==> config.mk <==
export PLATFORM = sky130hd
export DESIGN_NAME = display_scan_ctrl
export DESIGN_NICKNAME = d
export VERILOG_FILES = /design/src/rtl/display_pkg.sv /design/src/rtl/digit_arbiter.sv /design/src/rtl/display_scan_ctrl.sv
export SDC_FILE = /design/constraint.sdc
export NUM_CORES = 1
export LEC_CHECK = 0
export BUFFER_PORTS_ARGS = -buffer_cell sky130_fd_sc_hd__buf_2
export CAP_MARGIN = 20
export CELL_PAD_IN_SITES_DETAIL_PLACEMENT = 1
export CELL_PAD_IN_SITES_GLOBAL_PLACEMENT = 2
export CORE_ASPECT_RATIO = 0.5
export CORE_MARGIN = 5
export CORE_UTILIZATION = 40
export DETAILED_ROUTE_END_ITERATION = 8
export PLACE_DENSITY_LB_ADDON = 0.1
export SYNTH_ARGS = -nofsm -noshare
export SYNTH_HDL_FRONTEND = slang
export SYNTH_SLANG_ARGS = --single-unit
==> constraint.sdc <==
create_clock -name clk -period 3.5 [get_ports clk]
set_input_delay 0.525 -clock clk [delete_from_list [all_inputs] [get_ports clk]]
set_output_delay 0.525 -clock clk [all_outputs]
set_load 0.02 [all_outputs]
==> src/rtl/display_pkg.sv <==
// Shared types and constants for the seven-segment display scan controller.
package display_pkg;

  typedef logic [4:0] digit_t;

  typedef enum logic [1:0] {OFF, SHOW, BLANK} scan_state_t;

  localparam logic [7:0] SEL_OFF = 8'hFF;

  // Active-low one-hot select for a single digit position.
  function automatic logic [7:0] sel_for(input logic [2:0] idx);
    return ~(8'h01 << idx);
  endfunction

endpackage

==> src/rtl/digit_arbiter.sv <==
// Two-port write arbiter for the digit buffer: A has priority, B ages and
// overrides A once it has been refused MAX_WAIT consecutive cycles.
module digit_arbiter
  import display_pkg::*;
#(
  parameter int MAX_WAIT = 15
) (
  input  logic       clk,
  input  logic       rst,
  input  logic       req_a,
  input  logic [2:0] idx_a,
  input  digit_t     data_a,
  input  logic       req_b,
  input  logic [2:0] idx_b,
  input  digit_t     data_b,
  output logic       gnt_a,
  output logic       gnt_b,
  output logic       we,
  output logic [2:0] widx,
  output digit_t     wdata
);

  localparam int WAIT_W = $clog2(MAX_WAIT + 1);
  localparam logic [WAIT_W-1:0] WAIT_MAX = WAIT_W'(MAX_WAIT);

  logic              cand_a;
  logic              cand_b;
  logic              busy;
  logic              b_aged;
  logic              gnt_a_d;
  logic              gnt_b_d;
  logic [WAIT_W-1:0] wait_b;
  logic [WAIT_W-1:0] wait_b_d;

  // Handshake: a requester raises req with idx/data and holds all three until
  // its gnt is seen; the write commits on the gnt cycle. A grant cycle is the
  // commit cycle, so a new grant is only issued once no grant is high.
  always_comb begin
    cand_a   = req_a && !gnt_a;
    cand_b   = req_b && !gnt_b;
    busy     = gnt_a || gnt_b;
    b_aged   = (wait_b == WAIT_MAX);
    gnt_a_d  = !busy && cand_a && !(cand_b && b_aged);
    gnt_b_d  = !busy && cand_b && (!cand_a || b_aged);
    wait_b_d = wait_b;
    if (!req_b || gnt_b) begin
      wait_b_d = '0;
    end else if (!b_aged) begin
      wait_b_d = wait_b + 1'b1;
    end
  end

  always_ff @(posedge clk) begin
    if (rst) begin
      gnt_a  <= 1'b0;
      gnt_b  <= 1'b0;
      wait_b <= '0;
    end else begin
      gnt_a  <= gnt_a_d;
      gnt_b  <= gnt_b_d;
      wait_b <= wait_b_d;
    end
  end

  assign we    = gnt_a || gnt_b;
  assign widx  = gnt_a ? idx_a : idx_b;
  assign wdata = gnt_a ? data_a : data_b;

endmodule

==> src/rtl/display_scan_ctrl.sv <==
// Seven-segment scan controller: digit buffer, OFF/BLANK/SHOW scan FSM and
// registered digit select / digit code outputs.
module display_scan_ctrl
  import display_pkg::*;
#(
  parameter int N_DIGITS     = 8,
  parameter int BLANK_CYCLES = 4,
  parameter int MAX_WAIT     = 15
) (
  input  logic       clk,
  input  logic       rst,
  input  logic       tick,
  input  logic       en,
  input  logic       req_a,
  input  logic [2:0] idx_a,
  input  logic [4:0] data_a,
  output logic       gnt_a,
  input  logic       req_b,
  input  logic [2:0] idx_b,
  input  logic [4:0] data_b,
  output logic       gnt_b,
  output logic [7:0] out_digit_select,
  output logic [4:0] out_digit_number
);

  localparam int CNT_W = $clog2(BLANK_CYCLES + 1);
  localparam logic [CNT_W-1:0] CNT_LAST = CNT_W'(BLANK_CYCLES - 1);
  localparam logic [2:0]       IDX_LAST = 3'(N_DIGITS - 1);
  localparam logic [3:0]       N_LIM    = 4'(N_DIGITS);

  scan_state_t      state;
  scan_state_t      state_d;
  logic [2:0]       idx;
  logic [2:0]       idx_d;
  logic [CNT_W-1:0] cnt;
  logic [CNT_W-1:0] cnt_d;
  digit_t           digit_buf [8];
  logic             we;
  logic             write_ok;
  logic [2:0]       widx;
  digit_t           wdata;
  logic [7:0]       sel_d;
  digit_t           num_d;

  digit_arbiter #(.MAX_WAIT(MAX_WAIT)) u_arb (
    .clk    (clk),
    .rst    (rst),
    .req_a  (req_a),
    .idx_a  (idx_a),
    .data_a (data_a),
    .req_b  (req_b),
    .idx_b  (idx_b),
    .data_b (data_b),
    .gnt_a  (gnt_a),
    .gnt_b  (gnt_b),
    .we     (we),
    .widx   (widx),
    .wdata  (wdata)
  );

  // Writes aimed past the last scanned digit are granted but dropped.
  assign write_ok = we && ({1'b0, widx} < N_LIM);

  always_comb begin
    state_d = state;
    idx_d   = idx;
    cnt_d   = cnt;
    if (!en) begin
      state_d = OFF;
      idx_d   = '0;
      cnt_d   = '0;
    end else begin
      case (state)
        OFF: begin
          state_d = BLANK;
          cnt_d   = '0;
        end
        BLANK: begin
          if (cnt == CNT_LAST) begin
            state_d = SHOW;
            cnt_d   = '0;
          end else begin
            cnt_d = cnt + 1'b1;
          end
        end
        SHOW: begin
          if (tick) begin
            state_d = BLANK;
            cnt_d   = '0;
            idx_d   = (idx == IDX_LAST) ? 3'd0 : idx + 3'd1;
          end
        end
        default: state_d = OFF;
      endcase
    end

    // Outputs are registered from the next state; a write that lands on the
    // digit about to be shown is forwarded so it appears one clk after gnt.
    sel_d = (state_d == SHOW) ? sel_for(idx_d) : SEL_OFF;
    num_d = (write_ok && (widx == idx_d)) ? wdata : digit_buf[idx_d];
  end

  always_ff @(posedge clk) begin
    if (rst) begin
      state            <= OFF;
      idx              <= '0;
      cnt              <= '0;
      out_digit_select <= SEL_OFF;
      out_digit_number <= '0;
      for (int i = 0; i < 8; i++) begin
        digit_buf[i] <= '0;
      end
    end else begin
      state            <= state_d;
      idx              <= idx_d;
      cnt              <= cnt_d;
      out_digit_select <= sel_d;
      out_digit_number <= num_d;
      if (write_ok) begin
        digit_buf[widx] <= wdata;
      end
    end
  end

endmodule

==> results by stage, run 1 <==
Synthesis:
- The gate count after technology mapping is 283.
- The number of different library cells in the post-synthesis netlist is 44.
- The share of synthesized area occupied by flip-flops and latches is 0.576.
- The net count of the mapped netlist is 309.
- The most common flop cell mapped by yosys is edfxtp_1.
- The synthesis warning total is 0.
- The fraction of registers with async set or reset after synthesis is 0.
- The mean instance size in the synthesized netlist is 10.7 µm².
- The number of synthesized flops with an enable pin is 40.
- Synthesis inferred 67 register bits.
- After synthesis the cells add up to 3030 µm².

Timing:
- The maximum achievable frequency is 0.400 GHz.
- Setup repair after global routing left no endpoint under its margin.
- The minimum clock period after layout is 2.50 ns.
- Of the available clock period, the critical path in the final layout requires 0.715.
- In the final timing run, aggregate negative setup slack is 0 ns.
- The final count of hold timing violations is 0.
- Between clock sinks in the finished design, the worst skew comes to 0.00665 ns.
- The normalized max-slew margin is 0.302.
- At the pin with the least slew margin, the transition time is 1.02 ns.
- The number of slew-limit violations in the final report is 0.
- The total setup violations reported at the end of the flow is 0.

Clocking:
- The H-tree was split into 3 levels.
- In this run the clock root is driven by a clkbuf_16.
- The TritonCTS clock tree is done.
- At the later pin of the worst-skew pair, clock insertion delay measures 0.34 ns.
- The count of hold-fix buffers inserted at cts is 0.
- Once the clock tree was built, the setup fixing pass inserted 0 buffers.
- The clock input transition at the sequential cells of the worst setup and hold paths is 0.05 ns.
- The clock passes through at most 2 buffers.
- The clock buffer count from CTS is 9.
- The tree built by TritonCTS fans out to 67 sinks.
- In this run, post-CTS repair resized a total of 0 instances.

Finish:
- In the final layout, the multi-input gates occupy 1190 µm².
- Summing all non-filler instances in the final layout gives an area of 3610 µm².
- The share of final-layout standard cells stronger than drive strength 1 is 0.186.
- Summing all flip-flop and latch instances after layout gives 1740 µm².
- The count of fill cells added during filler insertion is 825.
- The final cell count without fillers is 429.
- The final layout contains 354 nets.
- Relative to the synthesized area, the layout overhead comes to 19.4%.
- For this run, the share of the core covered by cells in the final layout is 0.491.
- The diode insertion count for antenna repair is 0.

Power and ir drop:
- The total chip power is 1.86 mW.
- The share of total power dissipated in the clock network is 0.465.
- The worst-case vdd ir drop is 0.234 mV.
- For this design the ratio of total power to cell area is 514 nW/µm².
- Of the total power, the share spent switching nets is 0.217.
- The share of total power dissipated in sequential elements is 0.473.
- The internal power of the cells totals 1.45 mW.
- In this run the static leakage power is 1.44 nW.
- For this design the total switching power over the nets is 0.403 mW.
- The share of total power in combinational logic is 0.062.

Place:
- The final weighted congestion in routability-driven placement is 0.831.
- Buffers placed on the I/O ports in this run total 36.
- The half-perimeter wire length after placement is 5650 µm.
- The instance area after placement is 3330 µm².
- The number of placed instances, taps included, is 413.

Worst setup path:
- The cell depth of the worst setup path is 9.
- Walking the worst path, the cells encountered are ha_1 -> ha_1 -> nor2_1 -> or3_1 -> o311ai_1 -> buf_4 -> a221oi_1 -> o21ai_0 -> a32o_1.
- The largest incremental delay on the critical path is 0.38 ns.
- For the worst setup path, the data arrival time is 2.73 ns.
- Data on the critical path is required at its endpoint by 3.73 ns.
- The kind of end point of the critical path is a register.
- Of all nets on the critical path, the largest fanout is 9.
- In this design, the largest share of critical-path delay is due to compound AO/OA/AOI/OAI gates.
- The worst setup path is of the register to register kind.
- By instance count, the cell type seen most on the critical path is ha_1.
- Counting both buffers and inverters, the worst setup path holds a total of 1.
- The worst setup path is launched from a register.
- The master of the slowest instance on the critical path is dfxtp_1.
- For the worst flop-to-flop path, the logic depth is 9.

Global route:
- The largest net degree at the start of global routing is 17.
- The initial antenna violation count is 0.
- The total overflow left after global routing is 0.
- The via count of the first global-routing pass is 2413.
- The global-route total usage across every layer is 0.177.
- The first global-routing pass estimated 12700 µm of wire.

Run:
- Max-cap violations in this run came to 0.

Drt:
- The count of nets left with antenna violations once routing finished came out at 0.
- In this run, the number of DRC markers left after iteration 0 of detailed routing was 156.
- After detailed routing, the average wire length per cell comes to 17.9 µm.
- The number of vias per cell after detailed routing is 5.30.
- The wire length reported by the detailed router is 7690 µm.
- The iteration count of the initial detailed-routing pass is 4.
- The via total after detailed routing is 2275.
- The total DRC errors in the routed layout is 0.

Floorplanning:
- The number of cell rows is 22.
- The floorplan step set the die height to 71.5 µm.
- The initial utilization of the core area, before any placement, comes to 0.412.
- The die width is 133 µm.
- The die covers 9510 µm².
- Pin placement for this block handled 37 I/O pins.
- The total core area is 7350 µm².

Status:
- The run finished with clean final reports.

Hold path:
- The path type of the worst min-delay path is primary input to register.
- Counting instances, the worst hold path has a depth of 2.
## Yosys cell counts, drive strengths merged (2+ instances only)
master	count	area share
nand3	3	0.0050
o21ai	14	0.024
nor3b	2	0.0050
xor2	2	0.0083
o31ai	2	0.0050
mux2i	19	0.071
inv	12	0.015
a221oi	10	0.029
ha	4	0.017
nor3	3	0.0050
or3	3	0.0062
nand2	35	0.043
dfxtp	27	0.18
a21oi	5	0.0083
buf	8	0.015
a32o	5	0.017
nor2	60	0.074
nor4	2	0.0091
a31oi	4	0.010
clkbuf	2	0.0025
xnor2	2	0.0058
nor2b	6	0.012
edfxtp	40	0.40
## metal layers
layer,vias to the layer above,wire length [µm],track usage
met1,1110,3600,0.222
met2,55,3600,0.276
li1,1105,-,-
met5,-,0,0
met3,5,409,0.0842
met4,0,72,0.0518
## power groups by stage
stage | clock network [mW] | registers [mW] | logic, mW
after floorplan | 0 | 0.890 | 0.0668
after CTS | 0.889 | 0.878 | 0.117
final | 0.862 | 0.878 | 0.115
after global placement | 0 | 0.894 | 0.114
after global routing | 0.935 | 0.881 | 0.127
after detailed placement | 0 | 0.894 | 0.116
## sequential cells by signal (all words and copies together), names as in the netlist, 2 cells and up
register	cells
idx	3
state	2
cnt	3
out_digit_number	5
u_arb.wait_b	4
digit_buf	40
out_digit_select	8
## kinds of logic after synthesis
kind of cell    after synthesis  share of synthesized area
compound gates               47                      0.114
xor+xnor                      4                     0.0141
fa+ha+maj                     4                     0.0165
buf+inv                      22                     0.0323
flops                        67                      0.576
mux                          19                     0.0711
simple gates                120                      0.177
## layout by cell type (no fill, tap or decap), drive strengths merged, types with 3 or more instances in the layout
master	count
nor2	60
buf	44
edfxtp	40
nand2	35
dfxtp	27
mux2i	19
o21ai	14
clkbuf	13
inv	12
a221oi	10
nor2b	6
a21oi	5
a32o	5
ha	4
a31oi	4
or3	3
nand3	3
nor3	3
## per-stage QoR
| stage | hold WS (ns) | setup WS [ns] |
|---|---|---|
| finish | 0.396 | 0.998 |
| global placement | 0.421 | 1.16 |
| floorplan | 0.412 | 1.45 |
| CTS | 0.386 | 1.03 |
| detailed placement | 0.436 | 1.06 |
| global route | 0.388 | 0.828 |
## worst register-to-register path, delay by kind of cell (launching register included)
| kind | cells | cell delay (ns) |
|---|---|---|
| AOI/OAI and AO/OA | 4 | 0.96 |
| adders and majority gates | 2 | 0.44 |
| DFF | 1 | 0.38 |
| and+or+nand+nor | 2 | 0.37 |
| buffers and inverters | 1 | 0.23 |
## final timing paths
path                            start                        endpoint  slack (ns)
hold reg to reg   cnt[2]$_SDFFE_PP0P_             cnt[2]$_SDFFE_PP0P_        0.45
setup / recovery    idx[0]$_SDFF_PP0_  out_digit_number[4]$_SDFF_PP0_         1.0
setup reg to reg    idx[0]$_SDFF_PP0_  out_digit_number[4]$_SDFF_PP0_         1.0
hold / removal                  req_a          u_arb.gnt_b$_SDFF_PP0_        0.40
## cell type report
| cell class | instances | share of cell area |
|---|---|---|
| clock buffer | 13 | 0.0665 |
| multi-input combinational | 194 | 0.328 |
| tap | 96 | 0.0333 |
| inverter | 12 | 0.0125 |
| timing repair buffer | 44 | 0.0665 |
| sequential | 67 | 0.482 |
| clock inverter | 3 | 0.0107 |
Note: power is estimated with default switching activity, not from simulation.
==> run 2: changes to the inputs <==
--- a/config.mk
+++ b/config.mk
@@ -5,13 +5,14 @@
 export SDC_FILE = /design/constraint.sdc
 export NUM_CORES = 1
 export LEC_CHECK = 0
+export ABC_AREA = 1
 export BUFFER_PORTS_ARGS = -buffer_cell sky130_fd_sc_hd__buf_2
 export CAP_MARGIN = 20
 export CELL_PAD_IN_SITES_DETAIL_PLACEMENT = 1
 export CELL_PAD_IN_SITES_GLOBAL_PLACEMENT = 2
 export CORE_ASPECT_RATIO = 0.5
 export CORE_MARGIN = 5
-export CORE_UTILIZATION = 40
+export CORE_UTILIZATION = 35
 export DETAILED_ROUTE_END_ITERATION = 8
 export PLACE_DENSITY_LB_ADDON = 0.1
 export SYNTH_ARGS = -nofsm -noshare
==> constraint.sdc (replaced) <==
create_clock -name clk -period 2.5 [get_ports clk]
set_input_delay 0.375 -clock clk [delete_from_list [all_inputs] [get_ports clk]]
set_output_delay 0.375 -clock clk [all_outputs]
set_load 0.02 [all_outputs]
==> run 2 against run 1 <==
Design area is 5.3% higher. Via count grew 18%. Die area increased by 18%. Routed wire length is 24% higher. Non-clock buffer count increased by 1. Cell count increased by 25%. Global-route usage up 0.36 points.
==> results by stage, run 2 <==
Clocking:
- The depth of the CTS H-tree is 3.
- The worst-skew pair later-pin latency is 0.34 ns.
- The number of sinks driven by the clock tree is 67.
- Gates resized during post-CTS repair numbered 0.
- The clock input transition at the sequential cells of the worst setup and hold paths is 0.06 ns.
- The count of hold-fix buffers inserted at cts is 0.
- Counting along the longest clock path gives a buffer depth of 2.
- The TritonCTS clock tree is done.
- The root buffer selected by CTS is clkbuf_16.
- The number of buffers added for setup after CTS is 0.
- The clock buffer count from CTS is 9.

Synthesis:
- The most common flop cell mapped by yosys is edfxtp_1.
- For this run, the number of Yosys warnings is 0.
- Counting flops with an async set or reset pin after synthesis yields a share of 0.
- Counting flops with a built-in enable in the synthesized netlist gives 40.
- The cell count after synthesis came out at 372.
- The average instance in the mapped netlist occupies 8.53 µm².
- The synthesized cell area is 3170 µm².
- The commonest cells after synthesis are nand2_1 (110), nor2_1 (67), edfxtp_1 (40).
- The library cell with the highest instance count after synthesis is nand2_1.
- The number of different library cells used by synthesis comes to 30.
- The register bit count reported by yosys is 67.
- The share of synthesized area occupied by flip-flops and latches is 0.549.
- The net count of the mapped netlist is 398.
- Summed over all instances, the cell type with the most area after synthesis is edfxtp_1.
- The share of synthesized area in the top cell type comes to 0.379.
- Sorting the synthesized cells by area gives the leading types as edfxtp_1 (38%), dfxtp_1 (17%), nand2_1 (13%).

Global route:
- The initial antenna violation count is 0.
- The via count of the first global-routing pass was 2653.
- The largest net degree at the start of global routing is 26.
- The global-route total usage across every layer is 0.181.
- The first global-routing pass estimated 14900 µm of wire.
- The remaining global-route overflow is 0.

Place:
- The half-perimeter wire length after placement is 7200 µm.
- The final weighted congestion in routability-driven placement is 0.776.
- Including well taps, the total number of placed cells is 521.
- The instance area after placement is 3500 µm².
- The count of buffers inserted at the top-level ports is 36.

Drt:
- Signal routing reaches up to met4.
- After detailed routing, the number of vias per cell comes to 5.01.
- After detailed routing, the average wire length per cell comes to 17.8 µm.
- After detailed routing, the met2 layer carries 4020 µm of wire.
- In the routed design, unresolved DRC markers number 0.
- For this run, the detailed router's first-pass iteration total came to 4.
- The detail route stage leaves a number of antenna-violating nets equal to 0.
- The sum of met3 wire segment lengths after detailed routing is 771 µm.
- Summing over every cut layer, the via total after detailed routing is 2692.
- In this run, the number of DRC markers left after iteration 0 of detailed routing was 150.
- The wire length on met1 is 4690 µm.
- Wires add up to 9550 µm.

Floorplanning:
- The number of cell rows is 24.
- Pin placement for this block handled 37 I/O pins.
- In this run the vertical extent of the chip is 77.3 µm.
- The die width is 145 µm.
- The initial utilization of the core area, before any placement, comes to 0.362.
- The area enclosed by the die boundary is 11200 µm².
- The total core area is 8770 µm².

Timing:
- The number of slew-limit violations in the final report is 0.
- The minimum clock period after layout is 2.04 ns.
- The normalized max-slew margin is 0.598.
- The slew at the pin with the worst max-slew slack is 0.602 ns.
- The final count of hold timing violations is 0.
- Clock skew on the completed layout was measured at 0.00743 ns.
- Setup repair after global routing left no endpoint under its margin.
- Setup total negative slack on the finished layout was measured at 0 ns.
- The total setup violations reported at the end of the flow is 0.
- Timing would allow up to 0.490 GHz.
- The final cycle utilization of the critical path is 0.817.

Worst setup path:
- The kind of end point of the critical path is a register.
- Of all nets on the critical path, the largest fanout is 14.
- For the worst setup path, the data required time is 2.53 ns.
- For the worst setup path, the data arrival time is 2.07 ns.
- The type of element launching the critical path is a register.
- The category of the critical setup timing path is register to register.

Finish:
- The share of final-layout standard cells stronger than drive strength 1 is 0.174.
- digit_buf holds more flip-flops than any other register.
- The count of fill cells added during filler insertion is 1050.
- The post-route cell area is 3800 µm².
- Measured on the finished design, the core utilization comes to 0.434.
- The library cell used most frequently in the layout, excluding fill and tap cells, is nand2_1.
- The final cell count without fillers is 537.
- The register with the most flip-flops in the layout has 40 of them.
- In the final design database the tool counted 441 nets.
- The diode insertion count for antenna repair is 0.
- In the layout the commonest cells are nand2_1 (110), nor2_1 (67), edfxtp_1 (40), buf_2 (36).
- The largest registers in the layout are digit_buf: 40 flops, out_digit_select: 8 flops, out_digit_number: 5 flops.
- The layout overhead on the synthesized area is 19.9%.

Power and ir drop:
- Of the total power, combinational logic draws 0.069.
- Of the total power, the share spent switching nets is 0.243.
- For this design the ratio of total power to cell area is 713 nW/µm².
- Internal power comes to 2.05 mW.
- The part of the power in the clock network is 0.476.
- The worst-case IR drop observed on VDD is 0.348 mV.
- Of the total power, registers draw 0.455.
- Summed over all cells, the static leakage comes to 1.66 nW.
- The net load switching power is 0.660 mW.
- The completed layout was analyzed and its total power is 2.71 mW.

Hold path:
- In this run the worst hold path is classified as primary input to register.

Run:
- Max-cap violations in this run came to 0.

Status:
- The run finished with clean final reports.
==> run 2: critical path: stages, from the launching register on <==
cell     delay (ns)
dfxtp_1        0.67
nor2_1         0.15
nor2_1         0.15
inv_1          0.07
nor2_1         0.23
nand2_1        0.21
nand2_1        0.24
==> run 2: worst paths after layout <==
check	start	end	slack (ns)	depth (start not counted)
setup / recovery	u_arb.gnt_a$_SDFF_PP0_	digit_buf[5][3]$_SDFFCE_PN0P_	0.46	6
hold / removal	req_b	u_arb.gnt_a$_SDFF_PP0_	0.23	2
setup reg to reg	u_arb.gnt_a$_SDFF_PP0_	digit_buf[5][3]$_SDFFCE_PN0P_	0.46	6
hold reg to reg	cnt[2]$_SDFFE_PP0P_	cnt[2]$_SDFFE_PP0P_	0.45	2
==> run 2: power by group through the flow <==
| stage | Combinational (mW) | Clock [mW] | Sequential (mW) |
|---|---|---|---|
| final | 0.187 | 1.29 | 1.23 |
| after global routing | 0.206 | 1.38 | 1.24 |
| after CTS | 0.189 | 1.32 | 1.23 |
| after detailed placement | 0.188 | 0 | 1.26 |
| after global placement | 0.182 | 0 | 1.26 |
| after floorplan | 0.102 | 0 | 1.25 |
==> run 2: through the flow <==
step / hold WS (ns) / setup slack (ns)
6_report: 0.226 / 0.458
3_5_place_dp: 0.438 / 0.437
5_1_grt: 0.212 / 0.241
2_1_floorplan: 0.423 / 0.765
3_3_place_gp: 0.429 / 0.551
4_1_cts: 0.213 / 0.424
==> run 2: final cells by class <==
cell class | instances | area (µm²) | area share
Sequential cell | 67 | 1740 | 0.458
Inverter | 29 | 109 | 0.0286
Multi-Input combinational cell | 263 | 1250 | 0.329
Clock buffer | 9 | 225 | 0.0592
Timing Repair Buffer | 45 | 248 | 0.0651
Tap cell | 117 | 146 | 0.0385
Clock inverter | 7 | 81.3 | 0.0214
==> run 2: kinds of logic after synthesis <==
group / share of synthesized area
buffers and inverters: 0.0564
AOI/OAI and AO/OA: 0.0410
and+or+nand+nor: 0.322
muxes: 0.0158
adders and majority gates: 0.0158
DFF: 0.549
==> run 2: layer usage <==
layer,GRT usage,up-vias
met5,0,-
met3,0.0553,7
met4,0.0447,0
met2,0.252,80
met1,0.272,1280
li1,-,1325
==> run 3: changes to the inputs <==
--- a/config.mk
+++ b/config.mk
@@ -5,14 +5,14 @@
 export SDC_FILE = /design/constraint.sdc
 export NUM_CORES = 1
 export LEC_CHECK = 0
-export ABC_AREA = 1
+export ABC_AREA = 0
 export BUFFER_PORTS_ARGS = -buffer_cell sky130_fd_sc_hd__buf_2
 export CAP_MARGIN = 20
 export CELL_PAD_IN_SITES_DETAIL_PLACEMENT = 1
 export CELL_PAD_IN_SITES_GLOBAL_PLACEMENT = 2
 export CORE_ASPECT_RATIO = 0.5
 export CORE_MARGIN = 5
-export CORE_UTILIZATION = 35
+export CORE_UTILIZATION = 37
 export DETAILED_ROUTE_END_ITERATION = 8
 export PLACE_DENSITY_LB_ADDON = 0.1
 export SYNTH_ARGS = -nofsm -noshare
==> constraint.sdc (replaced) <==
create_clock -name clk -period 2.1 [get_ports clk]
set_input_delay 0.315 -clock clk [delete_from_list [all_inputs] [get_ports clk]]
set_output_delay 0.315 -clock clk [all_outputs]
set_load 0.02 [all_outputs]
==> run 3 against run 2 <==
Power grew 12%. Clock skew down 0.0033 ns. Maximum frequency down 0.78%. Combinational power rose by 14%. Flip-flop and latch count unchanged. Sequential power grew 19%. Worst setup slack worse by 0.42 ns. Clock power is 6% higher. Critical path type unchanged. Largest power group is now registers.
==> results by stage, run 3 (same netlist as run 1, synthesis figures left out) <==
Global route:
- The met2 demand-to-capacity share in global routing is 0.304.
- The initial antenna violation count is 0.
- The global-route total usage across every layer is 0.173.
- For this run, global-route usage on met3 was measured as 0.0568.
- The first global-routing pass estimated 12800 µm of wire.
- The global-route track usage on met1 is 0.205.
- Summed over all layers, the global routing overflow is 0.
- The via count of the first global-routing pass came to 2476.
- After global routing, the most crowded layer is met2.
- Entering global routing, the biggest net connects 14 pins.

Worst setup path:
- The arrival time reported for the critical path endpoint is 2.28 ns.
- The master of the slowest instance on the critical path is dfxtp_1.
- The biggest fanout along the worst timing path is 6.
- STA classifies the critical path startpoint as a register.
- For this run, the slowest stage of the critical path takes 0.32 ns.
- The critical path in this run is classified as register to register.
- The critical path goes through ha_2 -> ha_4 -> nor2_4 -> or3_4 -> o311ai_2 -> buf_4 -> a221oi_2 -> o21ai_1 -> a32o_1.
- The kind of end point of the critical path is a register.
- STA puts the critical path data required time at 2.32 ns.

Timing:
- Hold is met by 0.193 ns.
- The slew at the pin with the worst max-slew slack is 0.586 ns.
- Setup violations remaining at the end of the flow were counted as 0.
- The final count of hold timing violations is 0.
- The number of slew-limit violations in the final report is 0.
- The normalized max-slew margin is 0.604.
- Derived from the worst setup path, the maximum achievable clock frequency is 0.486 GHz.
- Setup repair after global routing could not meet its margin everywhere.
- The final cycle utilization of the critical path is 0.980.
- The minimum clock period after layout is 2.06 ns.
- The largest clock skew in the final design is 0.00410 ns.

Drt:
- The via total after detailed routing is 2350.
- The wire length reported by the detailed router is 8310 µm.
- The remaining antenna violation count after routing is 0.
- The detailed router's first-iteration violation count is 111.
- The iteration count of the initial detailed-routing pass is 4.
- The wire length per cell is 18.1 µm.
- The number of vias per cell after detailed routing is 5.13.
- After detailed routing, the number of remaining DRC violations is 0.

Clocking:
- After clock tree synthesis, the clock-pin slew on the worst setup and hold paths is 0.05 ns.
- Buffers added to address setup during post-CTS repair amount to 0.
- The depth of the CTS H-tree is 3.
- The clock net in this run drives a total of 67 sinks.
- The count of hold-fix buffers inserted at cts is 0.
- The clock buffer count from CTS is 9.
- The maximum root-to-sink buffer count is 2.
- The worst-skew pair later-pin latency is 0.32 ns.
- The root buffer selected by CTS is clkbuf_16.
- The TritonCTS clock tree is done.

Finish:
- The footprint of the flip-flops and latches is 1740 µm².
- The register with the highest flop count is digit_buf.
- Fill cells in the final layout number 889.
- Of the cells placed in the final design, the portion with a size suffix greater than 1 is 0.275.
- Leaving out fill and tap cells, the most frequent cell in the layout is nor2_1.
- The largest registers in the layout are digit_buf: 40 flops, out_digit_select: 8 flops, out_digit_number: 5 flops.
- For this run, the share of the core covered by cells in the final layout is 0.480.
- In the final layout, the multi-input gates occupy 1280 µm².
- The flip-flop count of the largest register after layout is 40.
- In the layout the commonest cells are nor2_1 (59), edfxtp_1 (40), buf_2 (36), nand2_1 (34), dfxtp_1 (25).
- Compared with the post-synthesis result, the final layout area differs by 26.4%.
- The final layout contains 367 nets.
- The diode insertion count for antenna repair is 0.

Floorplanning:
- The initial utilization of the core area, before any placement, comes to 0.380.
- From bottom edge to top edge, the die measures 73.9 µm.
- The die covers 10200 µm².
- The number of cell rows is 23.
- The total core area is 7970 µm².
- For this design the top-level I/O count stands at 37.
- The die is 138 µm wide.

Hold path:
- The path type of the worst min-delay path is primary input to register.

Power and ir drop:
- The fraction of power spent switching nets is 0.219.
- The sequential group share of total power is 0.481.
- Dividing total power by cell area gives a power density of 795 nW/µm².
- Of the total power, the clock network draws 0.449.
- Summed over all cells, the static leakage comes to 1.52 nW.
- The share of total power in combinational logic is 0.070.
- The worst-case IR drop observed on VDD is 0.398 mV.
- The cell internal power dissipation is 2.38 mW.
- The net load switching power is 0.665 mW.

Place:
- Routability-driven placement finished with a final weighted congestion of 0.779.
- The half-perimeter wire length after placement is 6170 µm.
- The count of buffers inserted at the top-level ports is 36.

Status:
- The flow ran to the end, and the final reports show no timing, DRC or antenna violations.

Run:
- Max-cap violations in this run came to 0.
[run 3: cell types whose count changed in the layout (fill, tap and decap cells not counted), sizes merged, moves of 6 or more]
cell,delta
mux2i,+14
a221oi,+10
a21oi,-6
nand3,-21
inv,-21
nand2,-77
nor2b,+6
buf,+12
nand4,-22
o21ai,+8
nor2,-10
[run 3: area by class of cell]
type / count / share of cell area
clock buffer: 14 / 0.0690
tap: 112 / 0.0366
timing repair buffer: 57 / 0.0883
sequential: 67 / 0.456
clock inverter: 2 / 0.00262
inverter: 12 / 0.0118
multi-input combinational: 194 / 0.336
[run 3: worst max-delay path, delay by kind of cell, from the launching register on]
family          cells  cell delay, ns
fa+ha+maj           2            0.35
compound gates      4            0.80
buf+inv             1            0.22
flops               1            0.32
simple gates        2            0.25
[run 3: per-layer routing]
metal	wire length [µm]	share of wire
met3	578	0.070
met5	0	0
met2	4190	0.50
met1	3450	0.41
met4	89	0.011
[run 3: worst paths after layout]
path                             from                        endpoint  slack [ns]  cells past startpoint
hold reg to reg   cnt[2]$_SDFFE_PP0P_             cnt[2]$_SDFFE_PP0P_        0.45                      2
setup / recovery    idx[1]$_SDFF_PP0_  out_digit_number[4]$_SDFF_PP0_        0.04                      9
hold / removal                  req_a          u_arb.gnt_b$_SDFF_PP0_        0.19                      2
setup reg to reg    idx[1]$_SDFF_PP0_  out_digit_number[4]$_SDFF_PP0_        0.04                      9
[run 3: what timing repair did]
item	CTS	global route
endpoints found under the setup margin	4	25
pin swaps	0	5
gates resized for setup	5	28
gates cloned	0	1
[run 3: metrics by stage]
stage / worst slack, ns / setup TNS [ns] / std cells / cell area [µm²] / power (mW)
floorplan: 0.0480 / 0 / 283 / 3030 / 1.60
global placement: 0.00299 / 0 / 441 / 3440 / 1.69
detailed placement: -0.0733 / -0.225 / 441 / 3440 / 1.70
CTS: -0.000692 / -0.000692 / 457 / 3730 / 3.07
global route: -0.0665 / -0.0990 / 458 / 3820 / 3.16
finish: 0.0424 / 0 / 458 / 3820 / 3.04
[run 3: power groups by stage]
| stage | clock network [mW] | registers (mW) | logic (mW) |
|---|---|---|---|
| global route | 1.46 | 1.47 | 0.233 |
| detailed placement | 0 | 1.49 | 0.211 |
| global placement | 0 | 1.48 | 0.205 |
| floorplan | 0 | 1.48 | 0.111 |
| CTS | 1.39 | 1.46 | 0.213 |
| finish | 1.37 | 1.46 | 0.213 |
